===== src/rtl/mealy_prog_if.sv =====
// rtl/mealy_prog_if.sv - control, config and status bundle of the programmable Mealy machine
interface mealy_prog_if #(
    parameter int STATE_W = 3,
    parameter int IN_W    = 2,
    parameter int OUT_W   = 1,
    parameter int CNT_W   = 8
);
    logic [IN_W-1:0]          sw_in;
    logic                     ctrl_in;
    logic                     load;
    logic [STATE_W-1:0]       state_in;
    logic                     cfg_we;
    logic [STATE_W+IN_W-1:0]  cfg_addr;
    logic [STATE_W+OUT_W-1:0] cfg_wdata;
    logic [STATE_W-1:0]       state;
    logic [OUT_W-1:0]         out;
    logic [CNT_W-1:0]         step_cnt;
    logic                     err;

    modport master (
        output sw_in, ctrl_in, load, state_in, cfg_we, cfg_addr, cfg_wdata,
        input  state, out, step_cnt, err
    );

    modport slave (
        input  sw_in, ctrl_in, load, state_in, cfg_we, cfg_addr, cfg_wdata,
        output state, out, step_cnt, err
    );
endinterface


===== src/rtl/mealy_prog.sv =====
// rtl/mealy_prog.sv - runtime-programmable Mealy machine with step counter and sticky error
module mealy_prog #(
    parameter int STATE_W    = 3,
    parameter int NUM_STATES = 8,
    parameter int IN_W       = 2,
    parameter int OUT_W      = 1,
    parameter int CNT_W      = 8
) (
    input  logic         clk,
    input  logic         reset_n,
    mealy_prog_if.slave  bus
);
    localparam int                 IDX_W  = STATE_W + IN_W;
    localparam int                 ENT_W  = STATE_W + OUT_W;
    localparam int                 DEPTH  = 2 ** IDX_W;
    localparam logic [STATE_W:0]   NS     = NUM_STATES[STATE_W:0];
    localparam logic [CNT_W-1:0]   CNT_MAX = '1;

    // Rows for illegal states are never written, so they stay constant and trim away.
    logic [ENT_W-1:0]   r_tbl [DEPTH];
    logic [STATE_W-1:0] r_state;
    logic [OUT_W-1:0]   r_out;
    logic [CNT_W-1:0]   r_cnt;
    logic               r_err;

    logic [IDX_W-1:0]   w_rd_idx;
    logic [ENT_W-1:0]   w_entry;
    logic [STATE_W-1:0] w_next;
    logic [OUT_W-1:0]   w_next_out;
    logic [STATE_W-1:0] w_wr_state;
    logic               w_wr_ok;
    logic               w_next_ok;
    logic               w_load_ok;

    assign w_rd_idx   = {r_state, bus.sw_in};
    assign w_entry    = r_tbl[w_rd_idx];
    assign w_next     = w_entry[ENT_W-1:OUT_W];
    assign w_next_out = w_entry[OUT_W-1:0];
    assign w_wr_state = bus.cfg_addr[IDX_W-1:IN_W];
    assign w_wr_ok    = bus.cfg_we && ({1'b0, w_wr_state} < NS);
    assign w_next_ok  = {1'b0, w_next} < NS;
    assign w_load_ok  = {1'b0, bus.state_in} < NS;

    // A write to the entry being stepped through lands after the read, so the step sees the old value.
    always_ff @(posedge clk or negedge reset_n) begin
        if (!reset_n) begin
            r_tbl   <= '{default: '0};
            r_state <= '0;
            r_out   <= '0;
            r_cnt   <= '0;
            r_err   <= 1'b0;
        end else begin
            if (w_wr_ok) begin
                r_tbl[bus.cfg_addr] <= bus.cfg_wdata;
            end
            if (bus.load) begin
                r_out <= '0;
                r_cnt <= '0;
                if (w_load_ok) begin
                    r_state <= bus.state_in;
                    r_err   <= 1'b0;
                end else begin
                    r_state <= '0;
                    r_err   <= 1'b1;
                end
            end else if (bus.ctrl_in && !r_err) begin
                if (w_next_ok) begin
                    r_state <= w_next;
                    r_out   <= w_next_out;
                    if (r_cnt != CNT_MAX) begin
                        r_cnt <= r_cnt + 1'b1;
                    end
                end else begin
                    r_err <= 1'b1;
                end
            end
        end
    end

    assign bus.state    = r_state;
    assign bus.out      = r_out;
    assign bus.step_cnt = r_cnt;
    assign bus.err      = r_err;
endmodule


===== src/flat_wrapper.sv =====
// flat-port wrapper written by rule: the top's interface ports become plain ports
module mealy_prog_flat 
#(
    parameter int STATE_W    = 3,
    parameter int NUM_STATES = 8,
    parameter int IN_W       = 2,
    parameter int OUT_W      = 1,
    parameter int CNT_W      = 8
)
  (clk, reset_n, bus_sw_in, bus_ctrl_in, bus_load, bus_state_in, bus_cfg_we, bus_cfg_addr, bus_cfg_wdata, bus_state, bus_out, bus_step_cnt, bus_err);
  mealy_prog_if #(.STATE_W(STATE_W), .IN_W(IN_W), .OUT_W(OUT_W), .CNT_W(CNT_W)) bus_i ();
  input  logic clk;
  input  logic reset_n;
  input wire logic [$bits(bus_i.sw_in)-1:0] bus_sw_in;
  input wire logic [$bits(bus_i.ctrl_in)-1:0] bus_ctrl_in;
  input wire logic [$bits(bus_i.load)-1:0] bus_load;
  input wire logic [$bits(bus_i.state_in)-1:0] bus_state_in;
  input wire logic [$bits(bus_i.cfg_we)-1:0] bus_cfg_we;
  input wire logic [$bits(bus_i.cfg_addr)-1:0] bus_cfg_addr;
  input wire logic [$bits(bus_i.cfg_wdata)-1:0] bus_cfg_wdata;
  output wire logic [$bits(bus_i.state)-1:0] bus_state;
  output wire logic [$bits(bus_i.out)-1:0] bus_out;
  output wire logic [$bits(bus_i.step_cnt)-1:0] bus_step_cnt;
  output wire logic [$bits(bus_i.err)-1:0] bus_err;
  assign bus_i.sw_in = bus_sw_in;
  assign bus_i.ctrl_in = bus_ctrl_in;
  assign bus_i.load = bus_load;
  assign bus_i.state_in = bus_state_in;
  assign bus_i.cfg_we = bus_cfg_we;
  assign bus_i.cfg_addr = bus_cfg_addr;
  assign bus_i.cfg_wdata = bus_cfg_wdata;
  assign bus_state = bus_i.state;
  assign bus_out = bus_i.out;
  assign bus_step_cnt = bus_i.step_cnt;
  assign bus_err = bus_i.err;
  mealy_prog #(.STATE_W(STATE_W), .NUM_STATES(NUM_STATES), .IN_W(IN_W), .OUT_W(OUT_W), .CNT_W(CNT_W)) u_core (.clk(clk), .reset_n(reset_n), .bus(bus_i));
endmodule

===== config.mk =====
export PLATFORM = sky130hd
export DESIGN_NAME = mealy_prog_flat
export DESIGN_NICKNAME = d
export VERILOG_FILES = /design/src/rtl/mealy_prog_if.sv /design/src/rtl/mealy_prog.sv /design/src/flat_wrapper.sv
export SDC_FILE = /design/constraint.sdc
export NUM_CORES = 1
export LEC_CHECK = 0
export CAP_MARGIN = 40
export CORE_MARGIN = 10
export CORE_UTILIZATION = 54
export DETAILED_ROUTE_END_ITERATION = 8
export PLACE_DENSITY = 0.75
export SYNTH_ARGS = -nofsm -noshare
export SYNTH_HDL_FRONTEND = slang
export SYNTH_SLANG_ARGS = --single-unit
export TNS_END_PERCENT = 30

===== constraint.sdc =====
create_clock -name clk -period 1.9 [get_ports clk]
set_clock_uncertainty 0.15 [all_clocks]
set_input_delay 0.38 -clock clk [delete_from_list [all_inputs] [get_ports clk]]
set_output_delay 0.38 -clock clk [all_outputs]
set_load 0.005 [all_outputs]

## After elaboration in Yosys (flattened, before gate mapping)

Cells that the tools add are included.
W data, S select, Z words.

- Register bits: 140
- Input bits: 19
- Logic and storage cells: 59

- $add $sub $neg: 1
- $lt $le $gt $ge: 3
- Equality and inequality tests: 1
- Multiplexer cells: 13
- Bitwise operators: 2
- Reduce and logical (&&, ||, !) cells: 4

Operator list:

| operator | count |
|---|---|
| $bwmux W128 | 1 |
| $mux W8 | 3 |
| $bmux W4 S5 | 1 |
| $demux W4 S5 | 1 |
| $ge A6 B6 Y1 const B | 2 |
| $mux W4 | 3 |
| $not A5 Y6 | 2 |
| $add A8 B1 Y8 const B | 1 |
| $ne A8 B8 Y1 const B | 1 |
| $lt A6 B1 Y1 const B | 1 |
| $mux W3 | 2 |
| $reduce_bool A2 Y1 | 2 |
| $mux W1 | 2 |
| $reduce_and A2 Y1 | 1 |
| $logic_and A1 B1 Y1 | 1 |

## Longest topological paths before layout

- Depth after elaboration: 6
- Gate-level depth with buffers: 7
- Mapped depth without buffers: 5

## Worst setup path after synthesis

Ideal clock, no wire load.

- Path kind: input-to-reg
- Start: input port bus_sw_in[0]
- End: register u_core.r_state[0], in the netlist u_core.bus.state[0]
- Setup time: 0.131 ns
- Arrival time: 1.898 ns
- Slack: -0.279 ns
- Cell stages on the path: 6
- Path buffers: 2
- Path through: buf_4 -> buf_2 -> mux4_2 -> nand3b_1 -> a31oi_1 -> or3_1

- Cells in the longest elaborated chain, start to end: 6

RTL lines:

| item | RTL line | text |
|---|---|---|
| from (decl) | flat_wrapper.sv:14 | `input wire logic [$bits(bus_i.sw_in)-1:0] bus_sw_in;` |
| $not A5 Y6 (not written as such) | mealy_prog.sv:36 | `assign w_entry = r_tbl[w_rd_idx];` |
| $bmux W4 S5 | mealy_prog.sv:36 |  |
| $mux W4 (not written as such) (2 in series) | mealy_prog.sv:36 |  |
| $mux W3 | mealy_prog.sv:66 | `end else if (bus.ctrl_in && !r_err) begin` |
| $mux W3 | mealy_prog.sv:56 | `if (bus.load) begin` |
| to (signal assigned) | mealy_prog.sv:60 | `r_state <= bus.state_in;` |
| to (signal assigned) | mealy_prog.sv:68 | `r_state <= w_next;` |
| to (decl) | mealy_prog.sv:21 | `logic [STATE_W-1:0] r_state;` |

No other way between the ends. The select of a mux whose other input is x is not followed.
A chain may end at the register's enable or synchronous reset.

## Final worst setup path

- Start: register u_core.r_tbl[98] (netlist name)
- End: register u_core.r_state[1], in the netlist u_core.bus.state[1]

- Cells in the longest elaborated chain, start to end: 5

RTL lines:

| item | RTL line | text |
|---|---|---|
| from (decl) | mealy_prog.sv:20 | `logic [ENT_W-1:0] r_tbl [DEPTH];` |
| from (signal, indexed assignment) | mealy_prog.sv:54 | `r_tbl[bus.cfg_addr] <= bus.cfg_wdata;` |
| $bmux W4 S5 | mealy_prog.sv:36 |  |
| $mux W4 (not written as such) (2 in series) | mealy_prog.sv:36 |  |
| $mux W3 | mealy_prog.sv:66 |  |
| $mux W3 | mealy_prog.sv:56 |  |

No other way between the ends. The select of a mux whose other input is x is not followed.

==> out/summary.txt <==
Outcome: complete, but fails checks
Failing checks: setup timing
Total track usage: 19.85%
Hold Crit Class: in2async
Worst R2R Path Depth: 4
Post-route ant nets: 0
Clock buffer depth: 2
Final WS setup: -0.08998 ns
Layout cells sized above 1: 45.81%
WHS: 0.3079 ns
DIE WIDTH: 130.9 um
Core Util, Final: 67.06%
Gpl congestion: 0.8948
Post-layout minimum cycle time: 1.990 ns
Top delay family on crit path: multiplexers
Synth Flop Type: dfrtp_1
Critical Path Fanout Max: 2
Core ar.: 0.01201 mm2
Mapped cell area: 0.006639 mm2
FF-to-FF End: u_core.bus.state[1]
Fin nets: 568
Avg Inst Size Synth: 14.13 um2
Clock-pin slew on the worst setup and hold paths: 0.06 ns
Die area: 0.01713 mm2
Initial Util: 55.27%
Sequential share of the synthesized area: 52.77%
Lkg Pwr: 3.638 nW
Row count: 40
Hold Vio Cnt, Final: 0
Final setup vio count: 2
HPWL Detailed: 10830 um
Synth area leaders: dfrtp_1, mux2_2, mux4_2, mux2i_1, nor2_1
Reg2Reg Setup Slack: -0.09 ns
EDFF count, synth: 0
# diodes: 0
Placed standard-cell area: 0.007435 mm2
Number of H-tree levels: 4
Worst path max stage delay: 0.51 ns
DRC: 0
Rel. slew slack: 53.07%
Fill cells: 851
CTS tree: yes
Area grow syn2layout: 21.33%
Least-Margin Pin Slew: 0.6862 ns
Vias per cell: 6.103
Worst VDD drop: 0.0004947 V
Dominant cell by count in the synthesized netlist: dfrtp_1
Vias in the first global route: 4551
Vias post-DR: 4321
Synth Register Bits: 140
Final period utilization: 104.7%
Commonest cells in the synthesized netlist: dfrtp_1, mux2_2, mux4_2, nor2_1, nand2_1
Yosys top cell by area: dfrtp_1
Setup crit end kind: flop
Max-Cap Viols: 0
Share of the synthesized area in the top cell type: 52.77%
Remaining Overflow, GRT: 0
Routed len/inst: 22.04 um
Detailed Route Iter0 Violations: 393
Area of the multi-input gates: 0.003017 mm2
Top Ports: 32
Post-synth ARST share: 100.0%
Height of the die: 130.9 um
Clock root cell: clkbuf_16
Total CTS buffers: 17
WP data required: 2.06 ns
Finished Cell Area: 0.008055 mm2
Power Density: 1048 mW/mm2
Clock Latency Late Sink: 0.43 ns
# port buffers: 30
Pin count of the biggest net entering global routing: 49
Initial antenna violation count: 0
RSZ-0062 raised after global routing: true
Critical path buffer and inverter count: 0
Pre-Repair DR Iteration Count: 5
Synth Warn #: 0
Critical-path top delay cell: mux4_2
Cell-by-cell trace of the critical path: mux4_2 > mux2_4 > a221o_1 > a32o_1
Final Slew Violations: 0
Critical Path AT: 2.15 ns
Total length of routed wires: 15610 um
Post-synthesis cell count: 470
First-pass GRT wire length: 25380 um
Crit path launch type: flop
CP Class: reg2reg
RR Startpoint: u_core.r_tbl[98]
Total power: 8.442 mW
Synth Net Count: 490
Register area: 0.003507 mm2
Distinct cells, synth: 45
Fmax: 502.5 MHz
Clock sink total: 140
## layer usage
layer / up-vias / global-route usage [%] / wire length [um]
met5: - / 0 / 0
met4: 0 / 6.344 / 233
met3: 26 / 4.956 / 877
met2: 128 / 32.11 / 7690
met1: 2259 / 25.75 / 6804
li1: 1908 / - / -
## cell type report
type | count | area share [%]
Sequential cell | 140 | 43.54
Clock inverter | 8 | 0.8077
Tap cell | 147 | 2.283
Multi-Input combinational cell | 299 | 37.45
Timing Repair Buffer | 87 | 9.677
Inverter | 3 | 0.1398
Clock buffer | 24 | 6.104
## worst max-delay path by stage
stage / depth (start not counted) / slack, ns / to / from
after global placement: 4 / -0.42 / u_core.r_tbl[46] / bus_cfg_we
after global routing: 4 / -0.12 / u_core.bus.state[1] / u_core.r_tbl[34]
after floorplan: 5 / -0.12 / u_core.bus.state[1] / bus_sw_in[0]
after CTS: 4 / -0.07 / u_core.bus.state[1] / u_core.r_tbl[98]
after detailed placement: 4 / -0.49 / u_core.r_tbl[45] / bus_cfg_we
final: 4 / -0.09 / u_core.bus.state[1] / u_core.r_tbl[98]
## placed cells by master (no fill, tap or decap), types with 2 or more instances in the layout
cell             Yosys  final
xnor2_1              4      4
nand2_1             24     24
or3_1                2      2
mux2i_1             18     18
and3_1               2      2
nand3_1              6      6
clkbuf_16            0     17
a41oi_1              2      2
dlygate4sd2_1        0      9
o41ai_1              2      2
clkinv_2             0      7
and4_1               2      2
a32o_1               2      2
buf_12               0      5
a31oi_1              3      3
nor2b_1              5      5
clkbuf_1            20      3
clkbuf_8             0      4
inv_1                3      3
dfrtp_2              0      3
buf_4                3     50
buf_6                1      2
clkdlybuf4s50_1      0     18
a21oi_1              4      4
nand3b_1             7      7
dfrtp_1            140    137
mux2_2             133    132
mux4_2              28     28
nor3b_1              5      5
a22oi_1              2      2
nor2_1              28     27
## what timing repair did
action,4_1_cts,5_1_grt
pin swaps,0,3
setup buffers,5,0
setup endpoints to repair,17,20
hold buffers,1,0
endpoints found under the hold margin,46,0
gates resized for setup,14,4
## worst reg2reg max path, cell delays in order (launching register included)
cell     delay, ns
dfrtp_1       0.38
mux4_2        0.51
mux2_4        0.30
a221o_1       0.31
a32o_1        0.22
## power by group
| group | internal [mW] | total, mW | switching (mW) |
|---|---|---|---|
| sequential | 3.53 | 3.85 | 0.314 |
| clock | 1.92 | 3.14 | 1.22 |
| combinational | 0.873 | 1.45 | 0.580 |
| total | 6.32 | 8.44 | 2.12 |
## per-stage QoR
stage,setup WS [ns],setup TNS (ns),instances
finish,-0.08998,-0.1229,708
detailed placement,-0.4897,-37.30,670
floorplan,-0.1197,-0.2838,470
global placement,-0.4203,-34.03,670
global route,-0.1177,-0.1352,708
CTS,-0.07427,-0.07427,708
## registers in the layout, indices dropped and copies added (netlist names)
name / count
u_core.r_tbl: 128
u_core.bus.step_cnt: 8
u_core.bus.out: 1
u_core.bus.state: 3
## cells by family (layout without fill, tap and decap cells)
family | Yosys count | after routing | synth area share, %
multiplexers | 179 | 179 | 34.77
flip-flops | 140 | 140 | 52.77
AND/OR/NAND/NOR | 91 | 91 | 6.917
buffers and inverters | 31 | 122 | 2.111
AO/OA/AOI/OAI | 23 | 23 | 2.658
XOR/XNOR | 4 | 4 | 0.5277
adder cells (fa/ha/maj) | 1 | 1 | 0.1884
other | 1 | 1 | 0.05649
Note: power is estimated with default switching activity, not from simulation.
